`src/rtl/seg_scan_decoder.sv`:
```
`default_nettype none
// ============================================================================
// Module   : seg_scan_decoder
// Brief    : Snoops a scanned seven-segment bus and decodes each digit's
//            segment pattern back to its hex nibble.
// Revision : 1.0 - initial release
// ============================================================================
module seg_scan_decoder #(
  parameter int NUM_DIGITS    = 8,
  parameter int STABLE_CYCLES = 4
) (
  input  logic                    clk,
  input  logic                    rst_n,
  input  logic [7:0]              seg_in,
  input  logic [NUM_DIGITS-1:0]   dig_sel,
  output logic [4*NUM_DIGITS-1:0] hex_out,
  output logic [NUM_DIGITS-1:0]   dp_out,
  output logic [NUM_DIGITS-1:0]   digit_valid,
  output logic                    frame_done,
  output logic                    err_pattern,
  output logic                    err_sel
);

  localparam int                    CW         = (STABLE_CYCLES > 1) ? $clog2(STABLE_CYCLES) : 1;
  localparam logic [CW-1:0]         c_cnt_last = CW'(STABLE_CYCLES - 1);
  localparam logic [CW-1:0]         c_cnt_one  = CW'(1);
  localparam logic [NUM_DIGITS-1:0] c_sel_one  = NUM_DIGITS'(1);

  typedef enum logic [1:0] {
    ST_BLANK  = 2'd0,
    ST_SETTLE = 2'd1,
    ST_HOLD   = 2'd2
  } state_t;

  // Returns {legal, value}; dp is not part of the lookup.
  function automatic logic [4:0] f_decode(input logic [6:0] pat);
    logic [4:0] res;
    res = 5'h00;
    case (pat)
      7'h7E:   res = {1'b1, 4'h0};
      7'h30:   res = {1'b1, 4'h1};
      7'h6D:   res = {1'b1, 4'h2};
      7'h79:   res = {1'b1, 4'h3};
      7'h33:   res = {1'b1, 4'h4};
      7'h5B:   res = {1'b1, 4'h5};
      7'h5F:   res = {1'b1, 4'h6};
      7'h70:   res = {1'b1, 4'h7};
      7'h7F:   res = {1'b1, 4'h8};
      7'h7B:   res = {1'b1, 4'h9};
      7'h77:   res = {1'b1, 4'hA};
      7'h1F:   res = {1'b1, 4'hB};
      7'h0D:   res = {1'b1, 4'hC};
      7'h3D:   res = {1'b1, 4'hD};
      7'h4F:   res = {1'b1, 4'hE};
      7'h47:   res = {1'b1, 4'hF};
      default: res = 5'h00;
    endcase
    return res;
  endfunction

  logic [7:0]              r_seg_s1, r_seg_s2, r_held_seg;
  logic [NUM_DIGITS-1:0]   r_sel_s1, r_sel_s2, r_held_sel;
  state_t                  r_state, w_state_nx;
  logic [CW-1:0]           r_cnt, w_cnt_nx;
  logic [4*NUM_DIGITS-1:0] r_hex;
  logic [NUM_DIGITS-1:0]   r_dp, r_valid, r_seen;
  logic                    r_frame_done, r_err_pat, r_err_sel;

  logic                    w_changed, w_capture, w_multi;
  logic [4:0]              w_dec;
  logic [NUM_DIGITS-1:0]   w_seen_set;

  assign w_changed = (r_seg_s2 != r_held_seg) || (r_sel_s2 != r_held_sel);
  assign w_multi   = |(r_held_sel & (r_held_sel - c_sel_one));
  assign w_dec     = f_decode(r_held_seg[7:1]);
  // Illegal one-hot captures still count toward the frame.
  assign w_seen_set = (w_capture && !w_multi) ? r_held_sel : '0;

  always_ff @(posedge clk or negedge rst_n) begin
    if (!rst_n) begin
      r_seg_s1   <= '0;
      r_seg_s2   <= '0;
      r_sel_s1   <= '0;
      r_sel_s2   <= '0;
      r_held_seg <= '0;
      r_held_sel <= '0;
    end else begin
      r_seg_s1 <= seg_in;
      r_seg_s2 <= r_seg_s1;
      r_sel_s1 <= dig_sel;
      r_sel_s2 <= r_sel_s1;
      if (w_changed) begin
        r_held_seg <= r_seg_s2;
        r_held_sel <= r_sel_s2;
      end
    end
  end

  always_ff @(posedge clk or negedge rst_n) begin
    if (!rst_n) begin
      r_state <= ST_BLANK;
      r_cnt   <= '0;
    end else begin
      r_state <= w_state_nx;
      r_cnt   <= w_cnt_nx;
    end
  end

  always_comb begin
    w_state_nx = r_state;
    w_cnt_nx   = r_cnt;
    w_capture  = 1'b0;
    if (w_changed) begin
      w_cnt_nx   = '0;
      w_state_nx = (r_sel_s2 == '0) ? ST_BLANK : ST_SETTLE;
    end else begin
      case (r_state)
        ST_SETTLE: begin
          if (r_cnt == c_cnt_last) begin
            w_capture  = 1'b1;
            w_state_nx = ST_HOLD;
          end else begin
            w_cnt_nx = r_cnt + c_cnt_one;
          end
        end
        default: begin
          w_state_nx = r_state;
        end
      endcase
    end
  end

  always_ff @(posedge clk or negedge rst_n) begin
    if (!rst_n) begin
      r_hex        <= '0;
      r_dp         <= '0;
      r_valid      <= '0;
      r_seen       <= '0;
      r_frame_done <= 1'b0;
      r_err_pat    <= 1'b0;
      r_err_sel    <= 1'b0;
    end else begin
      r_err_pat    <= w_capture && !w_multi && !w_dec[4];
      r_err_sel    <= w_capture && w_multi;
      r_frame_done <= &r_seen;
      r_seen       <= ((&r_seen) ? '0 : r_seen) | w_seen_set;
      for (int i = 0; i < NUM_DIGITS; i++) begin
        if (w_capture && !w_multi && r_held_sel[i]) begin
          if (w_dec[4]) begin
            r_hex[4*i +: 4] <= w_dec[3:0];
            r_dp[i]         <= r_held_seg[0];
            r_valid[i]      <= 1'b1;
          end else begin
            r_valid[i] <= 1'b0;
          end
        end
      end
    end
  end

  assign hex_out     = r_hex;
  assign dp_out      = r_dp;
  assign digit_valid = r_valid;
  assign frame_done  = r_frame_done;
  assign err_pattern = r_err_pat;
  assign err_sel     = r_err_sel;

endmodule
`default_nettype wire

```
`config.mk`:
```
export PLATFORM = sky130hd
export DESIGN_NAME = seg_scan_decoder
export DESIGN_NICKNAME = d
export VERILOG_FILES = /design/src/rtl/seg_scan_decoder.sv
export SDC_FILE = /design/constraint.sdc
export NUM_CORES = 1
export LEC_CHECK = 0
export ABC_AREA = 1
export CORE_ASPECT_RATIO = 0.9
export CORE_MARGIN = 5
export CORE_UTILIZATION = 30
export DETAILED_ROUTE_END_ITERATION = 12
export PLACE_DENSITY = 0.48
export SETUP_SLACK_MARGIN = 0.2
export SLEW_MARGIN = 20
export SYNTH_ARGS = -nofsm -noshare
export SYNTH_HDL_FRONTEND = slang
export SYNTH_SLANG_ARGS = --single-unit
```
`constraint.sdc`:
```
create_clock -name clk -period 3 [get_ports clk]
set_clock_uncertainty 0.15 [all_clocks]
set_input_delay 0.3 -clock clk [delete_from_list [all_inputs] [get_ports clk]]
set_output_delay 0.3 -clock clk [all_outputs]
set_load 0.1 [all_outputs]
```
Yosys cells after proc, flatten, opt, wreduce, memory -nomap -nowiden
Cells that the tools add are included.
{"block": "classes", "n_addsub": 2, "n_eq_ne": 21, "mux": 14, "n_bitwise": 2, "n_reduce_logical": 29}
{"operator": "$pmux W5 S16", "n": 1}
{"operator": "$eq A7 B7 Y1 const B", "n": 11}
{"operator": "$eq A7 B6 Y1 const B", "n": 3}
{"operator": "$reduce_and A2 Y1", "n": 10}
{"operator": "$mux W8", "n": 2}
{"operator": "$ne A8 B8 Y1", "n": 2}
{"operator": "$mux W2", "n": 6}
{"operator": "$logic_and A1 B1 Y1", "n": 11}
{"operator": "$and A8 B8 Y8", "n": 1}
{"operator": "$logic_not A8 Y1", "n": 1}
{"operator": "$or A8 B8 Y8", "n": 1}
{"operator": "$reduce_and A8 Y1", "n": 1}
{"operator": "$reduce_or A8 Y1", "n": 1}
{"operator": "$sub A8 B1 Y8 const B", "n": 1}
{"operator": "$eq A7 B4 Y1 const B", "n": 1}
{"operator": "$eq A7 B5 Y1 const B", "n": 1}
{"operator": "$mux W1", "n": 5}
{"operator": "$reduce_bool A2 Y1", "n": 2}
{"operator": "$add A2 B1 Y2 const B", "n": 1}
{"operator": "$eq A2 B1 Y1 const B", "n": 1}
{"operator": "$eq A2 B2 Y1 const B", "n": 1}
{"operator": "$logic_not A1 Y1", "n": 2}
{"operator": "$ne A2 B2 Y1 const B", "n": 1}
{"operator": "$logic_or A1 B1 Y1", "n": 1}
{"block": "word_totals", "regBits": 111, "in_bits": 18, "wordCells": 104}

Depth between registers and ports, before layout
Gate-level depths: netlist of run 1.
{"block": "logic_depth", "word_depth": 7, "ltp_mapped": 13, "mapped_depth_nobuf": 11}

Least setup slack after synthesis of run 1
OpenSTA, ideal clock, no wires.
{"block": "synth_path", "path_kind": "register to register", "startpoint": "reg r_held_sel[0]", "endpoint": "reg r_dp[7] (netlist: dp_out[7])", "setup_time_ns": 0.122, "t_arrival_ns": 1.546, "required_time_ns": 2.728, "path_slack_ns": 1.181, "stages_incl_launch_ff": 11, "n_path_buf": 2, "synth_period_minus_slack_ns": 1.819, "cell_sequence": "dfrtp_1 buf_2 nor2_2 nand3_1 o22ai_1 nand4_1 nor2_2 buf_4 nand3_2 nand2_1 nand2_1"}
{"block": "synth_between", "elab_chain_len": 7, "elab_cells_between_ends": 10}
{"element": "start, declared", "line_no": "62", "source": "logic [NUM_DIGITS-1:0] r_sel_s1, r_sel_s2, r_held_sel;"}
{"element": "start signal, assigned", "line_no": "94", "source": "r_held_sel <= r_sel_s2;"}
{"element": "$sub A8 B1 Y8", "line_no": "74", "source": "assign w_multi = |(r_held_sel & (r_held_sel - c_sel_one));"}
{"element": "$and A8 B8 Y8", "line_no": "74"}
{"element": "$reduce_or A8 Y1", "line_no": "74"}
{"element": "$logic_not A1 Y1", "line_no": "148", "source": "if (w_capture && !w_multi && r_held_sel[i]) begin"}
{"element": "$logic_and A1 B1 Y1 * (2 in a row)", "line_no": "148"}
{"element": "$reduce_and A2 Y1 (no source line) *"}
{"element": "end signal, assigned by index", "line_no": "151", "source": "r_dp[i] <= r_held_seg[0];"}
{"element": "end, declared", "line_no": "66", "source": "logic [NUM_DIGITS-1:0] r_dp, r_valid, r_seen;"}
Mark *: on every way between the ends. The rest lies on a longest branch, timed or not.
A chain may end at the register's enable or synchronous reset.

Worst setup path after layout of run 1
{"block": "layout_path", "startpoint": "reg r_held_seg[0]", "endpoint": "reg r_hex[14] (netlist: hex_out[14])"}
{"block": "layout_between", "elab_chain_len": 6}
{"element": "start, declared", "line_no": "61", "source": "logic [7:0] r_seg_s1, r_seg_s2, r_held_seg;"}
{"element": "start signal, assigned", "line_no": "93", "source": "r_held_seg <= r_seg_s2;"}
{"element": "$ne A8 B8 Y1", "line_no": "73", "source": "assign w_changed = (r_seg_s2 != r_held_seg) || (r_sel_s2 != r_held_sel);"}
{"element": "$logic_or A1 B1 Y1", "line_no": "73"}
{"element": "$mux W1", "line_no": "113", "source": "if (w_changed) begin"}
{"element": "$logic_and A1 B1 Y1 (2 in a row)", "line_no": "148"}
{"element": "$reduce_and A2 Y1 (no source line)"}
{"element": "end signal, assigned by index", "line_no": "150", "source": "r_hex[4*i +: 4] <= w_dec[3:0];"}
{"element": "end, declared", "line_no": "65", "source": "logic [4*NUM_DIGITS-1:0] r_hex;"}
Every way passes these cells.

==> results.md, run 1 <==
- At the pin with the least slew margin, the transition time is 0.621 ns.
- Setup repair after global routing left no endpoint under its margin.
- The number of sinks driven by the clock tree is 111.
- After synthesis, the largest area contributor takes up about three fifths of total cell area.
- The source-to-sink clock delay at the later pin of the worst-skew pair is 0.35 ns.
- The total clock buffers created by CTS is 9.
- The number of antenna diodes in the final layout is 0.
- The clock-pin slew on the worst setup and hold paths is 0.07 ns.
- When the netlist entered floorplanning its net count stood at 527.
- Global routing finished with a remaining overflow of 0.
- The congestion estimate from routability-driven global placement came to between 0.8 and 0.9.
- Setup slack on the critical path of the routed design comes to about 0.76 ns.
- between 60 and 70 I/O pins were placed.
- The floorplan step defined a core boundary enclosing 14,800 µm².
- Entering global routing, the biggest net connects 112 pins.
- The final layout net count is 575.
- The sum of met2 wire segment lengths after detailed routing is 4400 µm.
- For this run, the total global-route usage over all layers was measured as 12.0%.
- The part of the total power dissipated in combinational logic is 4.5%.
- Once the clock tree was built, the resizer swapped 0 gates to a different size.
- The share of synthesized registers carrying an async set or reset is 100%.
- Counting instances in the post-synthesis netlist gives the leading cell types as 198 x sky130_fd_sc_hd__nand2_1, 111 x sky130_fd_sc_hd__dfrtp_1, 39 x sky130_fd_sc_hd__nor2_1.
- The internal portion of the total power is 2.32 mW.
- Detailed placement ended at an HPWL of 6940 µm.
- Synthesis handed over a netlist of 508 instances.
- In this run the remaining antenna-violating nets after routing total 0.
- Walking the worst path, the cells encountered are inv_2 > nand2_1 > nand2_1 > nor2_1 > nand2_1 > nor2_1 > nand3_2 > nor2_4 > buf_12 > nand3_2 > nand2_1 > nand2_1.
- The areal power density over the cells is around 530 nW/µm².
- The number of synthesis warnings is 0.
- The effective utilization at floorplan is 30.8%.
- The chip height is 127 µm.
- The routed via count divided by cell count is ~4.4.
- The run finished with clean final reports.
- sky130_fd_sc_hd__dfrtp_1 takes more of the synthesized area than any other cell.
- Max-cap violations in this run came to 0.
- The number of input and output port buffers inserted is slightly below 70.
- The first-pass GRT wire length is approximately 17,000 µm.
- Cells fill between 30% and 40% of the core in the end.
- In this run, synthesis produced a sequential element count of 111.
- The final layout contains routed wiring with a total length of 10,100 µm.
- By instance count, the cell type seen most on the critical path is sky130_fd_sc_hd__nand2_1.
- The final hold violation count is 0.
- The met3 routed wirelength is 523 µm.
- The horizontal extent of the die is 140 µm.
- The sum of routed wire segments on met1 is 4940 µm.
- The part of the total power dissipated in the clock network is between 40% and 50%.
- Clock tree synthesis selected as its root buffer the cell sky130_fd_sc_hd__clkbuf_16.
- Headroom to the max-slew limit came out at between 50% and 60%.
- The number of antenna violations at the first check in global routing is 0.
- STA puts the critical path data required time at 3.09 ns.
- Relative to the synthesized area, the layout overhead comes to 21.4%.
- The mean instance size in the synthesized netlist is ~9 µm².
- The number of enable-type register cells in the synthesized netlist is 0.
- The path class of the tightest hold or removal check is flop to flop.
- In this design, the stage delay of the slowest critical-path cell is approximately 0.65 ns.
- Across the VDD grid, the largest voltage drop is roughly 0.28 mV.
- STA classifies the critical path endpoint as a flop.
- The number of max-slew violations in the final report came to 0.
- Yosys mapped the design onto 22 distinct sky130hd cell types.
- The total standard cell area after synthesis is 4560 µm².
- After synthesis, the cell types taking the most area are sky130_fd_sc_hd__dfrtp_1 61%, sky130_fd_sc_hd__nand2_1 16%, sky130_fd_sc_hd__nand4_1 5.2%.
- The analysis attributes to cell leakage a power of 2.98 nW.
- The most used flip-flop cell after synthesis is sky130_fd_sc_hd__dfrtp_1.
- The critical-path cell with the highest stage delay is sky130_fd_sc_hd__dfrtp_1.
- The switching share of power is 21.6%.
- Of the total power, registers draw 53.0%.
- The final setup TNS is 0 ns.
- Detailed routing inserted a total of 3,328 vias.
- After detailed routing, the number of remaining DRC violations is 0.
- The number of setup violations in the final report is 0.
- The pre-CTS worst setup slack is between 0.7 and 0.8 ns.
- The achievable clock frequency is 447 MHz.
- The highest net fanout along the worst path is 56.
- After floorplanning, the core was divided into 42 placement rows.
- The minimum setup slack among reg-to-reg paths is 0.76 ns.
- The highest layer touched by signal routing is met4.
- For the worst setup path, the data arrival time is around 2.3 ns.
- The number of hold-repair buffers added at the cts stage is 1.
- The final critical-path required period is 2.24 ns.
- The total power after layout is around 3 mW.
- The longest clock path from root to sink contains 2 buffers.
- Dividing the detail-routed wire length by the instance count gives 13.3 µm.
- The number of global-route vias before repair came to 3,209.
- The worst setup path is launched from a flop.
- The share of the clock period used by the worst path after layout is approximately 75%.
- The die covers 17,800 µm².
- The net switching power is 0.638 mW.
- The share of cells above drive strength 1 is 16.1%.
- The most numerous cell in the Yosys netlist is sky130_fd_sc_hd__nand2_1.
- The count of H-tree levels built during CTS is 3.
- The proportion of synthesized chip area in sequential cells is 60.9%.
- The number of search-and-repair iterations in the first detailed-routing pass is 5.
- The post-CTS setup repair buffer count is 0.
- The number of design-rule violations left by the first detailed-router iteration is 212.
- The worst setup path category is flop to flop.
- TritonCTS built the clock tree.
per-stage QoR:
stage | area, µm² | instances | hold slack, ns
after CTS | 5540 | 758 | 0.200
after global placement | 5220 | 742 | 0.183
after global routing | 5540 | 758 | 0.205
after detailed placement | 5220 | 742 | 0.185
after floorplan | 4560 | 508 | -0.146
final | 5540 | 758 | 0.197
cells by family after synthesis:
logic type	after synthesis	share of synthesized area, %
fa+ha+maj	1	0.274
compound gates	7	0.822
buf+inv	74	7.51
simple gates	313	30.2
flops	111	60.9
xor+xnor	2	0.384
area by class of cell:
class / instances / area, µm²
Fill cell: 1507 / 9280
Sequential cell: 111 / 2780
Multi-Input combinational cell: 323 / 1450
Timing Repair Buffer: 72 / 608
Tap cell: 198 / 248
Clock buffer: 11 / 243
Inverter: 39 / 146
Clock inverter: 4 / 70.1
power groups by stage:
| stage | Sequential (mW) | Combinational (mW) | Clock (mW) |
|---|---|---|---|
| final | 1.57 | 0.134 | 1.26 |
| after global routing | 1.57 | 0.158 | 1.37 |
| after CTS | 1.57 | 0.139 | 1.31 |
| after detailed placement | 1.60 | 0.138 | 0 |
| after global placement | 1.60 | 0.136 | 0 |
| after floorplan | 1.57 | 0.0911 | 0 |
sequential cells by signal, summed over array words and instances (netlist names), 2 cells and up:
signal,flops
r_state,2
digit_valid,8
r_seg_s1,8
r_sel_s2,8
r_held_sel,8
r_seg_s2,8
hex_out,32
r_held_seg,8
r_seen,8
r_cnt,2
r_sel_s1,8
dp_out,8
cells in the final DEF, fill, tap and decap left out, types with 4 or more instances in the layout:
master,count
sky130_fd_sc_hd__nand2_1,198
sky130_fd_sc_hd__dfrtp_1,111
sky130_fd_sc_hd__buf_4,53
sky130_fd_sc_hd__nor2_1,39
sky130_fd_sc_hd__nand4_1,38
sky130_fd_sc_hd__inv_1,31
sky130_fd_sc_hd__nand3_1,19
sky130_fd_sc_hd__clkdlybuf4s50_1,16
sky130_fd_sc_hd__nand3_2,9
sky130_fd_sc_hd__clkbuf_16,9
sky130_fd_sc_hd__inv_2,8
sky130_fd_sc_hd__nor3_1,4
sky130_fd_sc_hd__o21ai_0,4
final timing paths:
kind                                from     endpoint  cells after the start
max                        r_held_seg[0]  hex_out[14]                     12
min                          r_seg_s1[4]  r_seg_s2[4]                      0
max reg2reg                r_held_seg[0]  hex_out[14]                     12
min reg2reg                  r_seg_s1[4]  r_seg_s2[4]                      0
max in group asynchronous          rst_n   hex_out[4]                      3
min in group asynchronous          rst_n   hex_out[3]                      3
critical path, delay by kind of cell, from the launching register on:
family	cells	cell delay [ns]
DFF	1	0.65
buffers and inverters	2	0.28
and+or+nand+nor	10	1.00
per-layer routing:
metal	global-route usage [%]	vias up
met4	4.73	0
met1	17.2	1544
li1	-	1702
met5	0	-
met3	3.51	13
met2	17.2	69
(Power assumes the default switching activity.)
==> run 2: changes to the inputs <==
--- a/config.mk
+++ b/config.mk
@@ -10,7 +10,7 @@
 export CORE_MARGIN = 5
 export CORE_UTILIZATION = 30
 export DETAILED_ROUTE_END_ITERATION = 12
-export PLACE_DENSITY = 0.48
+export PLACE_DENSITY = 0.5
 export SETUP_SLACK_MARGIN = 0.2
 export SLEW_MARGIN = 20
 export SYNTH_ARGS = -nofsm -noshare
==> constraint.sdc (replaced) <==
create_clock -name clk -period 1.84 [get_ports clk]
set_clock_uncertainty 0.15 [all_clocks]
set_input_delay 0.184 -clock clk [delete_from_list [all_inputs] [get_ports clk]]
set_output_delay 0.184 -clock clk [all_outputs]
set_load 0.1 [all_outputs]
==> run 2 against run 1 <==
The flow now finishes with violations (setup timing). Largest power group unchanged. Utilization rose by 11 points. Non-clock buffer count rose by 64. Highest routed layer unchanged. Wire length rose by 12%.
==> results.md, run 2 (same netlist as run 1, synthesis figures left out) <==
- The flow ran to the end, but the final reports show violations.
- The final reports fail on setup timing.
- The area of the placeable core is 14,800 µm².
- Global routing used approximately 13% of the available tracks.
- Relative to the synthesized area, the layout overhead comes to 56.1%.
- In the finished design, the share of the clock period the worst path needs comes to 107%.
- Setup repair after global routing could not meet its margin everywhere.
- The required time of the critical path is 1.93 ns.
- The category of the worst setup path launch point is a flop.
- In this run the worst path has a maximum fanout of 11.
- The mean routed wirelength per cell is 13.6 µm.
- The post-route DRC violation count is 0.
- STA puts the critical path data arrival time at between 2 and 2.5 ns.
- The analysis attributes to cell leakage a power of 3.55 nW.
- In this run the number of H-tree levels came out at 3.
- The most common library cell in the layout ignoring fill and taps is sky130_fd_sc_hd__nand2_1.
- The clock-pin slew on the worst setup and hold paths is 0.07 ns.
- The number of input and output port buffers inserted is 68.
- The number of max-slew violations in the final report was 0.
- The final hold violation count is 0.
- The areal power density over the cells is 726 nW/µm².
- The tree built by TritonCTS fans out to 111 sinks.
- Summed over all layers, the routed wires come to 11,200 µm.
- STA classifies the critical path endpoint as a flop.
- In this run the worst hold path is classified as input pin to async pin.
- Across all layers, the routed design uses 3,671 vias.
- The pre-CTS worst setup slack is -0.187 ns.
- Cells with a size suffix above 1 make up 31.4% of the layout.
- The number of global-route vias before repair came to 3,668.
- The first detailed-routing pass ran for 4 iterations.
- The total congestion overflow is 0.
- In this run, the number of DRC markers left after iteration 0 of detailed routing was 208.
- The post-route worst setup slack is -0.128 ns.
- Hold is met by 0.0513 ns.
- The routability congestion estimate is approximately 0.84.
- The die is 127 µm tall.
- The repair_antennas step left the layout with diodes totalling 0.
- At the pin with the least slew margin, the transition time is about 0.34 ns.
- The register with the most flip-flops in the layout has 32 of them.
- Headroom to the max-slew limit came out at 77.2%.
- In this run the deepest clock path goes through 2 buffers.
- The critical-path cell with the highest stage delay is sky130_fd_sc_hd__dfrtp_2.
- Counting stages on the worst path, the most repeated cell is sky130_fd_sc_hd__nand2_1.
- Pin placement for this block handled 69 I/O pins.
- The site row count is 42.
- The largest single stage delay on the critical path is roughly 0.41 ns.
- The maximum number of pins on one net before global-route repair is 47.
- The root buffer selected by CTS is sky130_fd_sc_hd__clkbuf_16.
- The final layout net count is 639.
- Counting I/O delays and the setup requirement, the final critical path takes a little under 2 ns.
- The worst setup path category is flop to flop.
- The final antenna-violating net count is 0.
- The total clock buffers created by CTS is 9.
- The signal on the critical path passes through inv_2 > nand2_1 > nand2_1 > nor2_2 > nand2_1 > nor2_2 > nand3_2 > nor2_4 > buf_12 > nand3_4 > nand2_1 > nand2_1.
- Clock latency on the worst-skew pair, taken at its later pin, is 0.35 ns.
- Across the run, the number of max-cap violations was 0.
- The filler cell count is 1,379.
- The number of antenna violations at the first check in global routing is 0.
- The first global-routing pass estimated 18,400 µm of wire.
- In the layout the commonest cells are 179 x sky130_fd_sc_hd__nand2_1, 105 x sky130_fd_sc_hd__dfrtp_1, 61 x sky130_fd_sc_hd__buf_12.
- Using the TritonRoute via totals, the vias-per-cell ratio works out to 4.46.
- Setup violations remaining at the end of the flow were counted as 51.
- The horizontal extent of the die is around 140 µm.
- Once the floorplan was initialized, standard cells occupied a little under a third of the core.
- The die area is between 15,000 and 20,000 µm².
- The CTS tree is built.
- Static timing analysis puts the maximum clock frequency at 508 MHz.
- Once detailed placement completed, the half-perimeter wirelength came to roughly 8000 µm.
- VDD sags by at most 0.478 mV.
[run 2: path summary, 6_finish.rpt]
kind / from / to / slack [ns] / depth (start not counted)
max in group asynchronous: rst_n / r_held_sel[0] / 0.98 / 3
min reg2reg: r_sel_s1[7] / r_sel_s2[7] / 0.20 / 0
min: rst_n / r_seg_s1[4] / 0.05 / 2
max: r_held_seg[4] / hex_out[11] / -0.13 / 12
min in group clk: dig_sel[5] / r_sel_s1[5] / 0.12 / 1
max reg2reg: r_held_seg[4] / hex_out[11] / -0.13 / 12
[run 2: area by class of cell]
| cell class | instances | area [µm²] | share of cell area [%] |
|---|---|---|---|
| clock buffer | 10 | 239 | 3.35 |
| clock inverter | 6 | 113 | 1.58 |
| inverter | 39 | 146 | 2.06 |
| multi-input combinational | 323 | 1630 | 22.9 |
| sequential | 111 | 2790 | 39.1 |
| tap | 198 | 248 | 3.48 |
| timing repair buffer | 136 | 1960 | 27.5 |
[run 2: power breakdown]
group | internal [mW] | switching (mW)
Sequential | 2.49 | 0.0412
Clock | 1.37 | 0.875
Combinational | 0.173 | 0.214
[run 2: worst max-delay path: cells and delay by family, from the launching register on]
family / cells / cell delay, ns
and+or+nand+nor: 10 / 1.02
DFF: 1 / 0.41
buffers and inverters: 2 / 0.24
[run 2: through the flow]
| stage | instance area [µm²] | power, mW | setup TNS (ns) | util (%) | std cells |
|---|---|---|---|---|---|
| after floorplan | 4700 | 2.73 | 0 | - | 508 |
| after global placement | 6330 | 2.90 | -7.12 | 42.7 | 789 |
| after detailed placement | 6330 | 2.91 | -7.96 | 42.7 | 789 |
| after CTS | 6860 | 5.20 | -4.25 | 46.3 | 812 |
| after global routing | 7120 | 5.37 | -13.68 | 48.1 | 823 |
| final | 7120 | 5.17 | -4.67 | 48.1 | 823 |
[run 2: layer usage]
metal	global-route usage, %	wire length, µm
met1	17.4	5130
met2	20.4	5430
met3	3.66	532
met4	3.65	138
met5	0	0
[run 2: repair_timing]
action,4_1_cts,5_1_grt
hold buffers,1,0
setup endpoints to repair,57,59
endpoints found under the hold margin,111,0
gates cloned,3,3
setup buffers,3,8
resized for setup,19,32
pin swaps,4,6
==> RTL change 1: new RTL, flow settings as in run 2 <==
Change the parameter `NUM_DIGITS` from 8 to 16.
--- a/src/rtl/seg_scan_decoder.sv
+++ b/src/rtl/seg_scan_decoder.sv
@@ -7,5 +7,5 @@
 // ============================================================================
 module seg_scan_decoder #(
-  parameter int NUM_DIGITS    = 8,
+  parameter int NUM_DIGITS    = 16,
   parameter int STABLE_CYCLES = 4
 ) (
Ports: changed (resized dig_sel, digit_valid, dp_out and hex_out); port bits go from 69 to 125. No check against the original RTL was run, so the function may have changed too.
==> RTL change 1 against run 2 <==
The flow still finishes with violations (setup timing). Worst hold slack lost 0.014 ns. Final area grew 71%. Sequential cell count grew 80. Routed wire length grew 87%. Power grew 72%. Area after synthesis grew 69%. Setup slack lost 0.29 ns. Highest routed layer unchanged.
==> RTL change 1: results (changes against run 2) <==
INFO  metric synthTopCellsByArea = sky130_fd_sc_hd__dfrtp_1 (62%), sky130_fd_sc_hd__nand2_1 (13%), sky130_fd_sc_hd__nand4_1 (6.2%)
INFO  metric failed_checks = setup timing
INFO  metric multiInputGateArea = 2770 µm² (+70%)
INFO  metric totalNegativeSetupSlack = -39.81 ns (-35.14 ns)
INFO  metric place_area = 10,900 µm² (+73%)
INFO  metric non_clock_buffer_contribution_to_total_cell_area = 28.4% (+0.91 points)
INFO  metric crit_path_max_fanout = 8 (-3)
INFO  metric final_layout_size_suffix_gt1_share = 34.0% (+2.6 points)
INFO  metric wl_per_cell = 15.6 µm (+14%)
INFO  metric finalSetupViolations = 118 (+130%)
INFO  metric status = complete, but fails checks
INFO  metric seq_share = 39.2% (+0.069 points)
INFO  metric final_net_count = 1,022 (+60%)
INFO  metric critical_path.slowest_cell = sky130_fd_sc_hd__dfrtp_1
INFO  metric r2r-end = hex_out[61]
INFO  metric largest_register_ff_count = 64 (+100%)
INFO  metric synth-compound-area-share = 1.67% (+0.85 points)
INFO  metric clock_tree.htree_level_count = 4 (+1)
INFO  metric p_comb = 0.000610 W (+58%)
INFO  metric synth.yosys.seq_area_share = 62.0% (+1.2 points)
INFO  metric leakage_power = 5.84 nW (+64%)
INFO  metric fin_hold_ws = 0.0370 ns (-0.0142 ns)
INFO  metric globalRouteMet1Util = 21.4% (+4.0 points)
INFO  metric dr_vias = 6,141 (+67%)
INFO  metric setup_slack = -0.413 ns (-0.286 ns)
INFO  metric routed-wl-met3 = 1.11 mm (+110%)
INFO  metric grt_max_degree = 54 (+15%)
INFO  metric port_buffers = 124 (+82%)
INFO  metric chipWidth = 179 µm (+28%)
INFO  metric net_count_of_the_mapped_netlist = 826 (+57%)
[RTL change 1: changes by cell type in the layout (fill, tap and decap cells not counted), moves of 7 or more]
cell                                     run 2  this run
sky130_fd_sc_hd__buf_6                       3        11
sky130_fd_sc_hd__clkdlybuf4s50_1            16        24
sky130_fd_sc_hd__nand4_1                    38        76
sky130_fd_sc_hd__nand3_1                    15        25
sky130_fd_sc_hd__xnor2_1                     0        19
sky130_fd_sc_hd__nand2_1                   179       235
sky130_fd_sc_hd__nand2_2                    17        29
sky130_fd_sc_hd__dfrtp_1                   105       188
sky130_fd_sc_hd__buf_4                      48        90
sky130_fd_sc_hd__o21ai_2                     0         7
sky130_fd_sc_hd__inv_2                       9         1
sky130_fd_sc_hd__buf_12                     61       114
[RTL change 1: how the worst max path moves through the flow]
stage / endpoint / cells after the start
finish: hex_out[61] / 13
global route: hex_out[38] / 10
CTS: dp_out[14] / 14
detailed placement: hex_out[33] / 13
global placement: hex_out[24] / 12
floorplan: dp_out[2] / 14
==> RTL change 2: new RTL, config.mk and constraints of run 2 <==
Made on the original files. The 3 states of `state_t` get a one-hot encoding in 3 bits.
--- a/src/rtl/seg_scan_decoder.sv
+++ b/src/rtl/seg_scan_decoder.sv
@@ -27,8 +27,8 @@
   localparam logic [NUM_DIGITS-1:0] c_sel_one  = NUM_DIGITS'(1);
 
-  typedef enum logic [1:0] {
-    ST_BLANK  = 2'd0,
-    ST_SETTLE = 2'd1,
-    ST_HOLD   = 2'd2
+  typedef enum logic [2:0] {
+    ST_BLANK  = 3'b001,
+    ST_SETTLE = 3'b010,
+    ST_HOLD   = 3'b100
   } state_t;
 
Function: no difference found for any inputs over 10 cycles, from zero or initial values and one cycle with rst_n low; not proved beyond that.
==> RTL change 2 against run 2 <==
The run still ends with setup timing left. Sequential cell count grew 1. Routed wire length rose by 0.15%. First-iteration DRC count is 1.9% lower. Setup slack got worse by 0.030 ns. Area after synthesis grew 0.69%. Global-route usage is 0.063 points lower. Largest power group unchanged. Largest cell class unchanged. Critical endpoint is now hex_out[31]. Power decreased by 5.4%. Final area grew 0.86%.
==> RTL change 2: results (changes against run 2) <==
INFO  metric status = complete, but fails checks
INFO  metric failed_checks = setup timing
INFO  metric setup_slack = -0.157 ns (-0.0296 ns)
INFO  metric layout.cell_area.non_filler = 7180 µm² (+0.86%)
INFO  metric synthTopCellsByArea = sky130_fd_sc_hd__dfrtp_1 (60%), sky130_fd_sc_hd__nand2_1 (16%), sky130_fd_sc_hd__nand4_1 (5.3%)
INFO  metric place_area = 6350 µm² (+0.40%)
INFO  metric globalRouteMet1Util = 16.6% (-0.79 points)
INFO  metric finalSetupViolations = 50 (-2.0%)
INFO  metric switching_power = 0.00112 W (-1.2%)
INFO  metric synthCells = 509 (+0.20%)
INFO  metric max_stage_delay_on_crit_path = 0.39 ns (-0.02 ns)
INFO  metric cts_resized = 33 (+14)
INFO  metric worstMarginPinSlew = 0.468 ns (+0.129 ns)
INFO  metric ir_drop = 0.471 mV (-1.5%)
INFO  metric gp_congestion = 0.867 (+3.6%)
INFO  metric initialDrtViolationCount = 204 (-1.9%)
INFO  metric number_of_instances_in_the_placed_design = 794 (+0.63%)
INFO  metric totalNegativeSetupSlack = -5.40 ns (-0.734 ns)
INFO  metric synth_top_cells_by_count = sky130_fd_sc_hd__nand2_1 (197), sky130_fd_sc_hd__dfrtp_1 (111), sky130_fd_sc_hd__nand4_1 (39)
INFO  metric grt_max_degree = 42 (-11%)
INFO  metric grt_util_all_layers = 12.8% (-0.063 points)
INFO  metric wl_per_cell = 13.5 µm (-0.81%)
INFO  metric synthDistinctLibCells = 23 (+4.5%)
INFO  metric cts_setup_buffers = 12 (+9)
INFO  metric vias_in_the_first_global_route = 3,677 (+0.25%)
INFO  metric p_clk_share = 40.1% (-3.4 points)
INFO  metric dr_vias = 3,764 (+2.5%)
INFO  metric final_layout_size_suffix_gt1_share = 35.0% (+3.6 points)
INFO  metric final-instance-count-excl-fill = 831 (+0.97%)
INFO  metric wire_length_of_the_first_global_routing_pass = 18.5 mm (+0.11%)
INFO  metric synth.yosys.seq_area_share = 61.0% (+0.16 points)
RTL change 2: changes by cell type after synthesis, moves of 2 or more:
cell                              run 2  this run
sky130_fd_sc_hd__nor2_1              39        36
sky130_fd_sc_hd__inv_2                8         6
sky130_fd_sc_hd__inv_1               31        34
sky130_fd_sc_hd__buf_2               10         6
sky130_fd_sc_hd__clkbuf_1            16        19
RTL change 2: path summary, 6_finish.rpt:
| path | from | slack, ns | depth (start not counted) | to |
|---|---|---|---|---|
| max in group asynchronous | rst_n | 0.71 | 3 | r_state[0] |
| setup / recovery | r_held_seg[7] | -0.16 | 13 | hex_out[31] |
| min in group asynchronous | rst_n | 0.20 | 2 | hex_out[24] |
| setup reg to reg | r_held_seg[7] | -0.16 | 13 | hex_out[31] |
| hold / removal | seg_in[4] | 0.12 | 1 | r_seg_s1[4] |
| hold reg to reg | r_seg_s1[3] | 0.20 | 0 | r_seg_s2[3] |
RTL change 2: layer usage:
layer	routed length, µm	share of wire (%)
met2	5330	47
met4	327	2.9
met5	0	0
met1	5010	45
met3	576	5.1
RTL change 2: area by class of cell:
type | instances | area, µm²
clock buffers | 12 | 246
clock inverters | 4 | 53.8
fillers | 1373 | 8040
inverters | 40 | 150
multi-input cells | 322 | 1710
flip-flops and latches | 112 | 2810
well taps | 202 | 253
repair buffers | 139 | 1960
RTL change 2: logic make-up (layout without fill, tap and decap cells):
family,count (synthesis),in the layout,share of synthesized area [%]
AO/OA/AOI/OAI,7,7,0.790
AND/OR/NAND/NOR,312,312,30.0
XOR/XNOR,2,2,0.381
buffers and inverters,75,195,7.51
adder cells (fa/ha/maj),1,1,0.272
flip-flops,112,112,61.0
